`src/rtl/seven_seg_scan_pkg.sv`:
```
// Shared types and constants for the multiplexed seven-segment driver.
package seven_seg_pkg;

  localparam int SEG_W = 8;
  localparam logic [SEG_W-1:0] SEG_BLANK = 8'hFF;

  // Active-high ABCDEFG patterns indexed by hex value.
  localparam logic [6:0] HEX_TABLE [16] = '{
    7'b1111110, 7'b0110000, 7'b1101101, 7'b1111001,
    7'b0110011, 7'b1011011, 7'b1011111, 7'b1110000,
    7'b1111111, 7'b1111011, 7'b1110111, 7'b0011111,
    7'b1001110, 7'b0111101, 7'b1001111, 7'b1000111
  };

  typedef struct packed {
    logic       dp;
    logic [3:0] val;
  } digit_t;

endpackage

```
`src/rtl/seven_seg_scan_if.sv`:
```
// Display register / display pin bundle for seven_seg_scan.
interface seven_seg_scan_if #(
  parameter int NUM_DIGITS = 4,
  parameter int BRIGHT_W   = 4
);
  logic [5*NUM_DIGITS-1:0] digits_in;
  logic [BRIGHT_W-1:0]     brightness;
  logic [NUM_DIGITS-1:0]   anode_sel;
  logic [7:0]              segments_out;
  logic                    frame_tick;

  modport master (
    output digits_in, brightness,
    input  anode_sel, segments_out, frame_tick
  );

  modport slave (
    input  digits_in, brightness,
    output anode_sel, segments_out, frame_tick
  );
endinterface

```
`src/rtl/seven_seg_scan_decode.sv`:
```
// Combinational hex + DP to active-low segment decoder with blank override.
module seven_seg_decode
  import seven_seg_pkg::*;
(
  input  digit_t           digit,
  input  logic             blank,
  output logic [SEG_W-1:0] seg
);

  always_comb begin
    seg = SEG_BLANK;
    if (!blank) seg = ~{HEX_TABLE[digit.val], digit.dp};
  end

endmodule

```
`src/rtl/seven_seg_scan.sv`:
```
// Multiplexed common-anode seven-segment scanner with PWM and frame-synchronous capture.
// Define SEVEN_SEG_LZB_EN to enable leading-zero blanking at capture.
module seven_seg_scan
  import seven_seg_pkg::*;
#(
  parameter int NUM_DIGITS = 4,
  parameter int CLK_DIV    = 12500,
  parameter int BRIGHT_W   = 4
) (
  input logic           mclk,
  input logic           rst_N,
  seven_seg_scan_if.slave bus
);

  localparam int PHASES = 2 ** BRIGHT_W;
  localparam int PRE_N  = CLK_DIV / PHASES;
  localparam int PRE_W  = (PRE_N > 1) ? $clog2(PRE_N) : 1;
  localparam int IDX_W  = $clog2(NUM_DIGITS);

  logic [PRE_W-1:0]    pre;
  logic [BRIGHT_W-1:0] phase;
  logic [IDX_W-1:0]    idx;
  logic                pre_tc, phase_tc, idx_tc, frame_start;

  digit_t              shadow [NUM_DIGITS];
  logic [BRIGHT_W-1:0] bright_q;
  logic [BRIGHT_W-1:0] bright_eff;
  digit_t              cur_digit;
  logic                cur_blank;
  logic [SEG_W-1:0]    seg_dec;

  assign pre_tc      = (pre == PRE_W'(PRE_N - 1));
  assign phase_tc    = (phase == '1);
  assign idx_tc      = (idx == IDX_W'(NUM_DIGITS - 1));
  // All-zero counters mark both the post-reset cycle and every wrap of idx.
  assign frame_start = (pre == '0) && (phase == '0) && (idx == '0);

  always_ff @(posedge mclk or negedge rst_N) begin
    if (!rst_N) begin
      pre   <= '0;
      phase <= '0;
      idx   <= '0;
    end else begin
      pre <= pre_tc ? '0 : pre + 1'b1;
      if (pre_tc) begin
        phase <= phase + 1'b1;
        if (phase_tc) idx <= idx_tc ? '0 : idx + 1'b1;
      end
    end
  end

  always_ff @(posedge mclk or negedge rst_N) begin
    if (!rst_N) begin
      bright_q <= '0;
      for (int k = 0; k < NUM_DIGITS; k++) shadow[k] <= '0;
    end else if (frame_start) begin
      bright_q <= bus.brightness;
      for (int k = 0; k < NUM_DIGITS; k++) shadow[k] <= digit_t'(bus.digits_in[5*k +: 5]);
    end
  end

`ifdef SEVEN_SEG_LZB_EN
  logic [NUM_DIGITS-1:0] blank_next, blank_q;
  logic                  lz_run;

  always_comb begin
    blank_next = '0;
    lz_run     = 1'b1;
    for (int k = NUM_DIGITS - 1; k >= 1; k--) begin
      lz_run        = lz_run && (bus.digits_in[5*k +: 5] == 5'd0);
      blank_next[k] = lz_run;
    end
  end

  always_ff @(posedge mclk or negedge rst_N) begin
    if (!rst_N)           blank_q <= '0;
    else if (frame_start) blank_q <= blank_next;
  end

  assign cur_blank = blank_q[idx];
`else
  assign cur_blank = 1'b0;
`endif

  // In the capture cycle idx is 0, so the live inputs stand in for the shadow
  // being written; this keeps the first output cycle of a frame on new data.
  assign cur_digit  = frame_start ? digit_t'(bus.digits_in[4:0]) : shadow[idx];
  assign bright_eff = frame_start ? bus.brightness : bright_q;

  seven_seg_decode u_decode (
    .digit (cur_digit),
    .blank (cur_blank),
    .seg   (seg_dec)
  );

  always_ff @(posedge mclk or negedge rst_N) begin
    if (!rst_N) begin
      bus.anode_sel    <= '1;
      bus.segments_out <= SEG_BLANK;
      bus.frame_tick   <= 1'b0;
    end else begin
      bus.frame_tick <= frame_start;
      if (phase < bright_eff) begin
        bus.anode_sel    <= ~(NUM_DIGITS'(1) << idx);
        bus.segments_out <= seg_dec;
      end else begin
        bus.anode_sel    <= '1;
        bus.segments_out <= SEG_BLANK;
      end
    end
  end

endmodule

```
`src/flat_wrapper.sv`:
```
// flat-port wrapper written by rule: the top's interface ports become plain ports
module seven_seg_scan_flat import seven_seg_pkg::*;
#(
  parameter int NUM_DIGITS = 4,
  parameter int CLK_DIV    = 12500,
  parameter int BRIGHT_W   = 4
)
  (mclk, rst_N, bus_digits_in, bus_brightness, bus_anode_sel, bus_segments_out, bus_frame_tick);
  seven_seg_scan_if #(.NUM_DIGITS(NUM_DIGITS), .BRIGHT_W(BRIGHT_W)) bus_i ();
  input logic mclk;
  input logic rst_N;
  input wire logic [$bits(bus_i.digits_in)-1:0] bus_digits_in;
  input wire logic [$bits(bus_i.brightness)-1:0] bus_brightness;
  output wire logic [$bits(bus_i.anode_sel)-1:0] bus_anode_sel;
  output wire logic [$bits(bus_i.segments_out)-1:0] bus_segments_out;
  output wire logic [$bits(bus_i.frame_tick)-1:0] bus_frame_tick;
  assign bus_i.digits_in = bus_digits_in;
  assign bus_i.brightness = bus_brightness;
  assign bus_anode_sel = bus_i.anode_sel;
  assign bus_segments_out = bus_i.segments_out;
  assign bus_frame_tick = bus_i.frame_tick;
  seven_seg_scan #(.NUM_DIGITS(NUM_DIGITS), .CLK_DIV(CLK_DIV), .BRIGHT_W(BRIGHT_W)) u_core (.mclk(mclk), .rst_N(rst_N), .bus(bus_i));
endmodule
```
`config.mk`:
```
export PLATFORM = sky130hd
export DESIGN_NAME = seven_seg_scan_flat
export DESIGN_NICKNAME = d
export VERILOG_FILES = /design/src/rtl/seven_seg_scan_pkg.sv /design/src/rtl/seven_seg_scan_if.sv /design/src/rtl/seven_seg_scan_decode.sv /design/src/rtl/seven_seg_scan.sv /design/src/flat_wrapper.sv
export SDC_FILE = /design/constraint.sdc
export NUM_CORES = 1
export LEC_CHECK = 0
export CAP_MARGIN = 10
export CORE_ASPECT_RATIO = 1.5
export CORE_MARGIN = 4
export CORE_UTILIZATION = 54
export DETAILED_ROUTE_END_ITERATION = 10
export PLACE_DENSITY = 0.79
export SLEW_MARGIN = 10
export SYNTH_ARGS = -nofsm -noshare
export SYNTH_HDL_FRONTEND = slang
export SYNTH_SLANG_ARGS = --single-unit
```
`constraint.sdc`:
```
create_clock -name mclk -period 3.2 [get_ports mclk]
set_input_delay 0.64 -clock mclk [delete_from_list [all_inputs] [get_ports mclk]]
set_output_delay 0.64 -clock mclk [all_outputs]
set_load 0.005 [all_outputs]
```
==> qor.csv, run 1 <==
stage,metric,value,unit
timing,Final setup viols,0,
placed_design,GP Congestion,0.871,
clock_tree,hold buffer count at CTS,0,
setup_path,CP top delay family,simple AND/OR/NAND/NOR gates,
floorplan,full die area,6240,um2
clock_tree,CTS tree,done,
setup_path,CP Cell Sequence,inv_1 > ha_1 > and4bb_2 > nand4_2 > clkinv_1 > mux2_2 > inv_1 > ha_1 > nor4_1 > nand2_1 > mux2_2 > nand2_1 > o311ai_0,
synth,commonest cells in the synthesized netlist,"dfrtp_1, mux2_2, nand2_1",
timing,fin. max-slew vios,0,
setup_path,Setup CP Type,register to register,
placed_design,post-DP HPWL,3.67,mm
layout,area of the multi-input gates,1270,um2
drt,DR vias,1698,
timing,setup ws final,0.243,ns
global_routing,pin count of the biggest net entering global routing,32,
timing,RSZ-0062 raised after global routing,no,
timing,"Hold Vio Cnt, Final",0,
drt,Pre-antenna DRT Iters,4,
synth,Synthesized Nets,255,
global_routing,total grt overflow,0,
clock_tree,CTS Root Buffer Type,clkbuf_8,
setup_path,CP bufs+invs,3,
floorplan,Core Box Area,4850,um2
timing,Worst-Margin Slew,0.464,ns
timing,final period utilization,0.924,
global_routing,first-pass GRT wire length,7.69,mm
synth,Gate Count Post-Synth,212,
floorplan,row count,31,
timing,Slew HR,0.691,
synth,syn_area_per_cell,12.8,um2
synth,"flops & latches, synth",53,
drt,DR DRC count,0,
synth,ys flop type,dfrtp_1,
clock_tree,total CTS buffers,5,
floorplan,die width,65.8,um
synth,Synth area leaders,"dfrtp_1, dfstp_2, mux2_2",
clock_tree,Worst-path clk slew,0.09,ns
synth,mapped cell area,2710,um2
global_routing,initial antenna violation count,0,
global_routing,Global Route met1 Usage,0.197,
floorplan,I/O pins,39,
layout,Fillers,363,
power,Pwr Total,1250,uW
layout,antenna cells,0,
placed_design,post-place setup slack,0.248,ns
clock_tree,H-tree Lvls,2,
synth,"FFs w/ async S/R, synth",1.00,
clock_tree,clk buf depth,2,
timing,WHS,0.274,ns
setup_path,required time at the endpoint of the critical path,3.40,ns
drt,Detail Route Antenna Nets,0,
layout,share of layout cells above drive strength 1,0.278,
synth,Post-synth EDFFs,0,
drt,initial DRC count,56,
layout,"Net count, final",301,
global_routing,met2 Use GR,0.278,
synth,sequential share of the synthesized area,0.495,
setup_path,CP Launch Type,register,
setup_path,Worst path slowest cell,dfrtp_1,
setup_path,Crit Reg-Reg Startpoint,u_core.phase[0],
clock_tree,CTS Sinks,53,
setup_path,Crit. End Element,register,
placed_design,port bufs,38,
global_routing,M3 GR Usage,0.0286,
clock_tree,PostCTS Resize Cnt,0,
synth,top cell type's share of synthesized area,0.379,
run_status,status,finished clean,
synth,Yosys cell types,43,
power,Peak VDD IR,276,uV
timing,Fmax,338,MHz
layout,Area Overhead vs Synth,20.8,%
drt,vias per cell,5.22,
layout,register area,1340,um2
clock_tree,"Clk Latency, worst-skew pair",0.30,ns
power,PD cells,382,nW/um2
floorplan,Die H,94.7,um
power,Leak Pwr,0.00143,uW
setup_path,Critical Path Fanout Max,11,
clock_tree,"Setup Fix Bufs, Post-CTS",0,
global_routing,total global-route track usage,0.164,
min_path,HP Class,primary input to async pin,
timing,skew final,0.00472,ns
synth,top-count cell post-synth,dfrtp_1,
drt,drt wl/cell,14.6,um
drt,final WL,4.74,mm
timing,setup TNS,0,ns
global_routing,GR peak layer,met2,
synth,Yosys warning total,0,
setup_path,max incr delay on CP,0.41,ns
job,# Max-Cap Violations,0,
global_routing,vias in the first global route,1701,
synth,leading area contributor after synthesis,dfrtp_1,
floorplan,Initial Utilization,0.559,
setup_path,CP Data Arrival Time,3.16,ns
setup_path,crit path from,u_core.phase[0],
timing,min Tclk post-route,2.96,ns
per-layer routing:
metal  part of all wire  wire, um
met5                  0         0
met4              0.021       100
met1               0.40      1910
met3              0.037       174
met2               0.54      2550
metrics by stage:
| step | util | instance area (um2) | std cells |
|---|---|---|---|
| final | 0.675 | 3270 | 325 |
| after global routing | 0.675 | 3270 | 325 |
| after CTS | 0.675 | 3270 | 325 |
| after detailed placement | 0.654 | 3170 | 317 |
| after global placement | 0.654 | 3170 | 317 |
| after floorplan | - | 2710 | 212 |
cell type report:
class / count / share of cell area
Clock buffer: 7 / 0.0294
Sequential cell: 53 / 0.410
Timing Repair Buffer: 46 / 0.133
Multi-Input combinational cell: 140 / 0.387
Clock inverter: 1 / 0.00153
Tap cell: 66 / 0.0252
Inverter: 12 / 0.0138
report_power, final:
part | leakage (uW) | total (uW) | switching, uW | internal (uW)
clock | 0.0000542 | 402 | 207 | 196
sequential | 0.000629 | 712 | 9.61 | 702
combinational | 0.000750 | 136 | 55.3 | 80.2
worst register-to-register path, cell delays in order, from the launching register on:
cell	delay [ns]
dfrtp_1	0.41
inv_1	0.09
ha_1	0.19
and4bb_2	0.23
nand4_2	0.10
clkinv_1	0.15
mux2_2	0.27
inv_1	0.04
ha_1	0.18
nor4_1	0.32
nand2_1	0.09
mux2_2	0.29
nand2_1	0.29
o311ai_0	0.22
logic make-up after synthesis:
family | share of synthesized area
AOI/OAI and AO/OA | 0.0370
adders and majority gates | 0.0785
xor gates and xnor gates | 0.0388
muxes | 0.207
and+or+nand+nor | 0.107
buffers and inverters | 0.0369
DFF | 0.495
path summary, 6_finish.rpt:
check	cells after the start	endpoint	slack, ns
min in group mclk	2	u_core.shadow[19]	0.49
hold / removal	1	u_core.bus.frame_tick	0.27
setup / recovery	13	u_core.bus.segments_out[5]	0.24
max in group asynchronous	2	u_core.shadow[10]	2.17
setup reg to reg	13	u_core.bus.segments_out[5]	0.24
hold reg to reg	2	u_core.shadow[19]	0.49
cell usage in the layout, fill, tap and decap left out, drive strengths merged, types with 7 or more instances in the layout:
master and n:
dfstp 12, nand2 21, nand3 7, ha 17, xnor2 7, clkbuf 7
buf 9, mux2 28, mux2i 10, clkdlybuf4s50 37, nor2 10, inv 11
dfrtp 41
state kept, by name (all words and copies together) (netlist names):
signal,flops
u_core.bus.frame_tick,1
u_core.phase,4
u_core.bus.segments_out,8
u_core.shadow,20
u_core.bus.anode_sel,4
u_core.bright_q,4
u_core.idx,2
u_core.pre,10
(Power assumes the default switching activity.)
==> run 2, diff against run 1 <==
- HOLD_SLACK_MARGIN: not set -> 0.12
- SLEW_MARGIN: 10 -> not set
==> results of run 2 <==
The final DEF is identical to that of run 1; final timing and power are the same.
==> run 3, diff against run 2 <==
- HOLD_SLACK_MARGIN: 0.12 -> 0.08
- SETUP_SLACK_MARGIN: not set -> 0.3
- SYNTH_HIERARCHICAL: not set -> 1
==> qor.csv, run 3 <==
stage,metric,value,unit,change
run_status,status,finished clean,,unchanged
drt,initial DRC count,57,,was 56
global_routing,initial antenna violation count,0,,unchanged
timing,RSZ-0062 raised after global routing,yes,,was no
power,Net Sw Frac,0.234,,was 0.217
synth,leading area contributor after synthesis,dfrtp_1,,unchanged
floorplan,Initial Utilization,0.558,,was 0.559
layout,Top Registers,"u_core/shadow: 20 flops, u_core/pre: 10 flops, u_core/bus.segments_out: 8 flops",,"was u_core.shadow: 20 flops, u_core.pre: 10 flops, u_core.bus.segments_out: 8 flops"
drt,Pre-antenna DRT Iters,4,,unchanged
global_routing,total global-route track usage,0.161,,was 0.164
setup_path,Setup CP Type,register to register,,unchanged
global_routing,pin count of the biggest net entering global routing,23,,was 32
timing,Final setup viols,0,,unchanged
drt,DR DRC count,0,,unchanged
clock_tree,H-tree Lvls,2,,unchanged
power,Leak Pwr,0.00149,uW,was 0.00143 uW
timing,setup TNS,0,ns,unchanged
synth,"FFs w/ async S/R, synth",1.00,,unchanged
clock_tree,hold buffer count at CTS,0,,unchanged
floorplan,full die area,6190,um2,was 6240 um2
layout,antenna cells,0,,unchanged
job,# Max-Cap Violations,0,,unchanged
synth,Gate Count Post-Synth,228,,was 212
min_path,HP Class,primary input to async pin,,unchanged
timing,min Tclk post-route,2.87,ns,was 2.96 ns
layout,"commonest non-fill, non-tap cell in the layout",dfrtp_1,,unchanged
placed_design,GP Congestion,0.843,,was 0.871
synth,Synth area leaders,"dfrtp_1, dfstp_2, mux2_2",,unchanged
power,Psw,285,uW,was 272 uW
clock_tree,CTS tree,done,,unchanged
synth,top cell type's share of synthesized area,0.382,,was 0.379
drt,vias per cell,5.22,,about the same
drt,Detail Route Antenna Nets,0,,unchanged
setup_path,CP Launch Type,register,,unchanged
layout,Biggest register,u_core/shadow,,was u_core.shadow
timing,"Hold Vio Cnt, Final",0,,unchanged
synth,"flops & latches, synth",53,,unchanged
setup_path,Critical Path Fanout Max,6,,was 11
floorplan,Die H,94.4,um,was 94.7 um
timing,skew final,0.00917,ns,was 0.00472 ns
placed_design,post-place setup slack,0.335,ns,was 0.248 ns
power,clock group share of total power,0.307,,was 0.322
timing,setup ws final,0.329,ns,was 0.243 ns
power,PD cells,355,nW/um2,was 382 nW/um2
synth,Post-synth EDFFs,0,,unchanged
timing,final period utilization,0.897,,was 0.924
floorplan,Core Box Area,4810,um2,was 4850 um2
timing,fin. max-slew vios,0,,unchanged
drt,DR vias,1863,,was 1698
layout,"commonest non-fill, non-tap cells in the layout","dfrtp_1, clkdlybuf4s50_1, buf_4, inv_1, mux2_2",,"was dfrtp_1, clkdlybuf4s50_1, mux2_2, nand2_1, ha_1"
placed_design,port bufs,38,,unchanged
power,Peak VDD IR,307,uV,was 276 uV
synth,Yosys cell types,40,,was 43
power,Internal,931,uW,was 978 uW
power,sequential share of power,0.583,,was 0.570
setup_path,CP Data Arrival Time,3.11,ns,was 3.16 ns
floorplan,row count,31,,unchanged
synth,sequential share of the synthesized area,0.500,,was 0.495
global_routing,vias in the first global route,1772,,was 1701
global_routing,first-pass GRT wire length,7.66,mm,was 7.69 mm
setup_path,Crit. End Element,register,,unchanged
synth,commonest cells in the synthesized netlist,"dfrtp_1, inv_1, mux2_2",,"was dfrtp_1, mux2_2, nand2_1"
clock_tree,CTS Sinks,53,,unchanged
timing,Fmax,348,MHz,was 338 MHz
synth,top-count cell post-synth,dfrtp_1,,unchanged
synth,ys flop type,dfrtp_1,,unchanged
clock_tree,total CTS buffers,5,,unchanged
synth,mapped cell area,2690,um2,was 2710 um2
layout,Fillers,363,,unchanged
floorplan,I/O pins,39,,unchanged
setup_path,required time at the endpoint of the critical path,3.44,ns,was 3.40 ns
global_routing,total grt overflow,0,,unchanged
drt,final WL,5.02,mm,was 4.74 mm
placed_design,post-DP HPWL,3.48,mm,was 3.67 mm
layout,Largest register FFs,20,,unchanged
floorplan,die width,65.6,um,was 65.8 um
drt,drt wl/cell,14.1,um,was 14.6 um
layout,"Net count, final",333,,was 301
synth,syn_area_per_cell,11.8,um2,was 12.8 um2
power,logic gate share of total power,0.109,,was 0.108
placed_design,placed instance area,3170,um2,about the same
clock_tree,"Clk Latency, worst-skew pair",0.31,ns,was 0.30 ns
clock_tree,clk buf depth,2,,unchanged
layout,Final Instance Area,3430,um2,was 3270 um2
layout,Area Overhead vs Synth,27.7,%,was 20.8%
layout,share of layout cells above drive strength 1,0.289,,was 0.278
synth,Yosys warning total,6,,was 0
clock_tree,Worst-path clk slew,0.10,ns,was 0.09 ns
clock_tree,CTS Root Buffer Type,clkbuf_8,,unchanged
## run 3: area by class of cell
cell class                 instances  area (um2)  area share
sequential                        53        1340       0.392
clock buffer                       5        68.8      0.0201
timing repair buffer              58         542       0.158
tap                               66        82.6      0.0241
clock inverter                     3        22.5     0.00657
inverter                          24        92.6      0.0270
multi-input combinational        148        1280       0.373
## run 3: stage by stage
stage                util  hold WS [ns]  instances  power (uW)
floorplan               -         0.344        233         775
global placement    0.658         0.458        339         845
global route        0.713         0.245        357        1280
finish              0.713         0.240        357        1220
detailed placement  0.658         0.471        339         849
CTS                 0.677         0.239        347        1220
## run 3: final timing paths
kind	from	endpoint	slack [ns]	depth (start not counted)
min in group mclk	u_core/pre[0]	u_core/pre[0]	0.48	1
max in group asynchronous	rst_N	u_core/phase[1]	2.34	2
worst min-delay path	rst_N	u_core/shadow[16]	0.24	1
worst max register to register	u_core/phase[0]	u_core/bus.segments_out[5]	0.33	13
worst min register to register	u_core/pre[0]	u_core/pre[0]	0.48	1
worst max-delay path	u_core/phase[0]	u_core/bus.segments_out[5]	0.33	13
## run 3: critical path: stages, from the launching register on
cell and delay (ns):
dfrtp_1 0.44, inv_2 0.11, ha_4 0.12, nor4bb_4 0.26, and4_4 0.29, buf_6 0.13
mux2_4 0.32, inv_4 0.06, ha_4 0.18, o211ai_1 0.27, o21ai_1 0.13, mux2i_1 0.22
buf_4 0.21, nand2b_1 0.07
## run 3: cells by family after synthesis
logic type / after synthesis / synth area share
simple gates: 57 / 0.118
flops: 53 / 0.500
buf+inv: 32 / 0.0601
mux: 30 / 0.144
compound gates: 28 / 0.0648
fa+ha+maj: 17 / 0.0792
xor+xnor: 10 / 0.0326
other cells: 1 / 0.00140
## run 3: power groups by stage
stage | sequential [uW] | combinational (uW) | clock [uW]
2_1_floorplan | 720 | 55.1 | 0
3_3_place_gp | 720 | 125 | 0
4_1_cts | 709 | 128 | 384
3_5_place_dp | 721 | 128 | 0
6_report | 709 | 133 | 374
5_1_grt | 712 | 146 | 421
## run 3: repair_timing
item	in CTS	in global routing
setup buffers	0	9
endpoints found under the setup margin	0	12
gates resized for setup	0	27
## run 3: layer usage
metal / part of all wire / track usage / vias up
met2: 0.55 / 0.294 / 41
li1: - / - / 899
met1: 0.39 / 0.176 / 912
met3: 0.038 / 0.0357 / 11
met5: 0 / 0 / -
met4: 0.028 / 0.0709 / 0
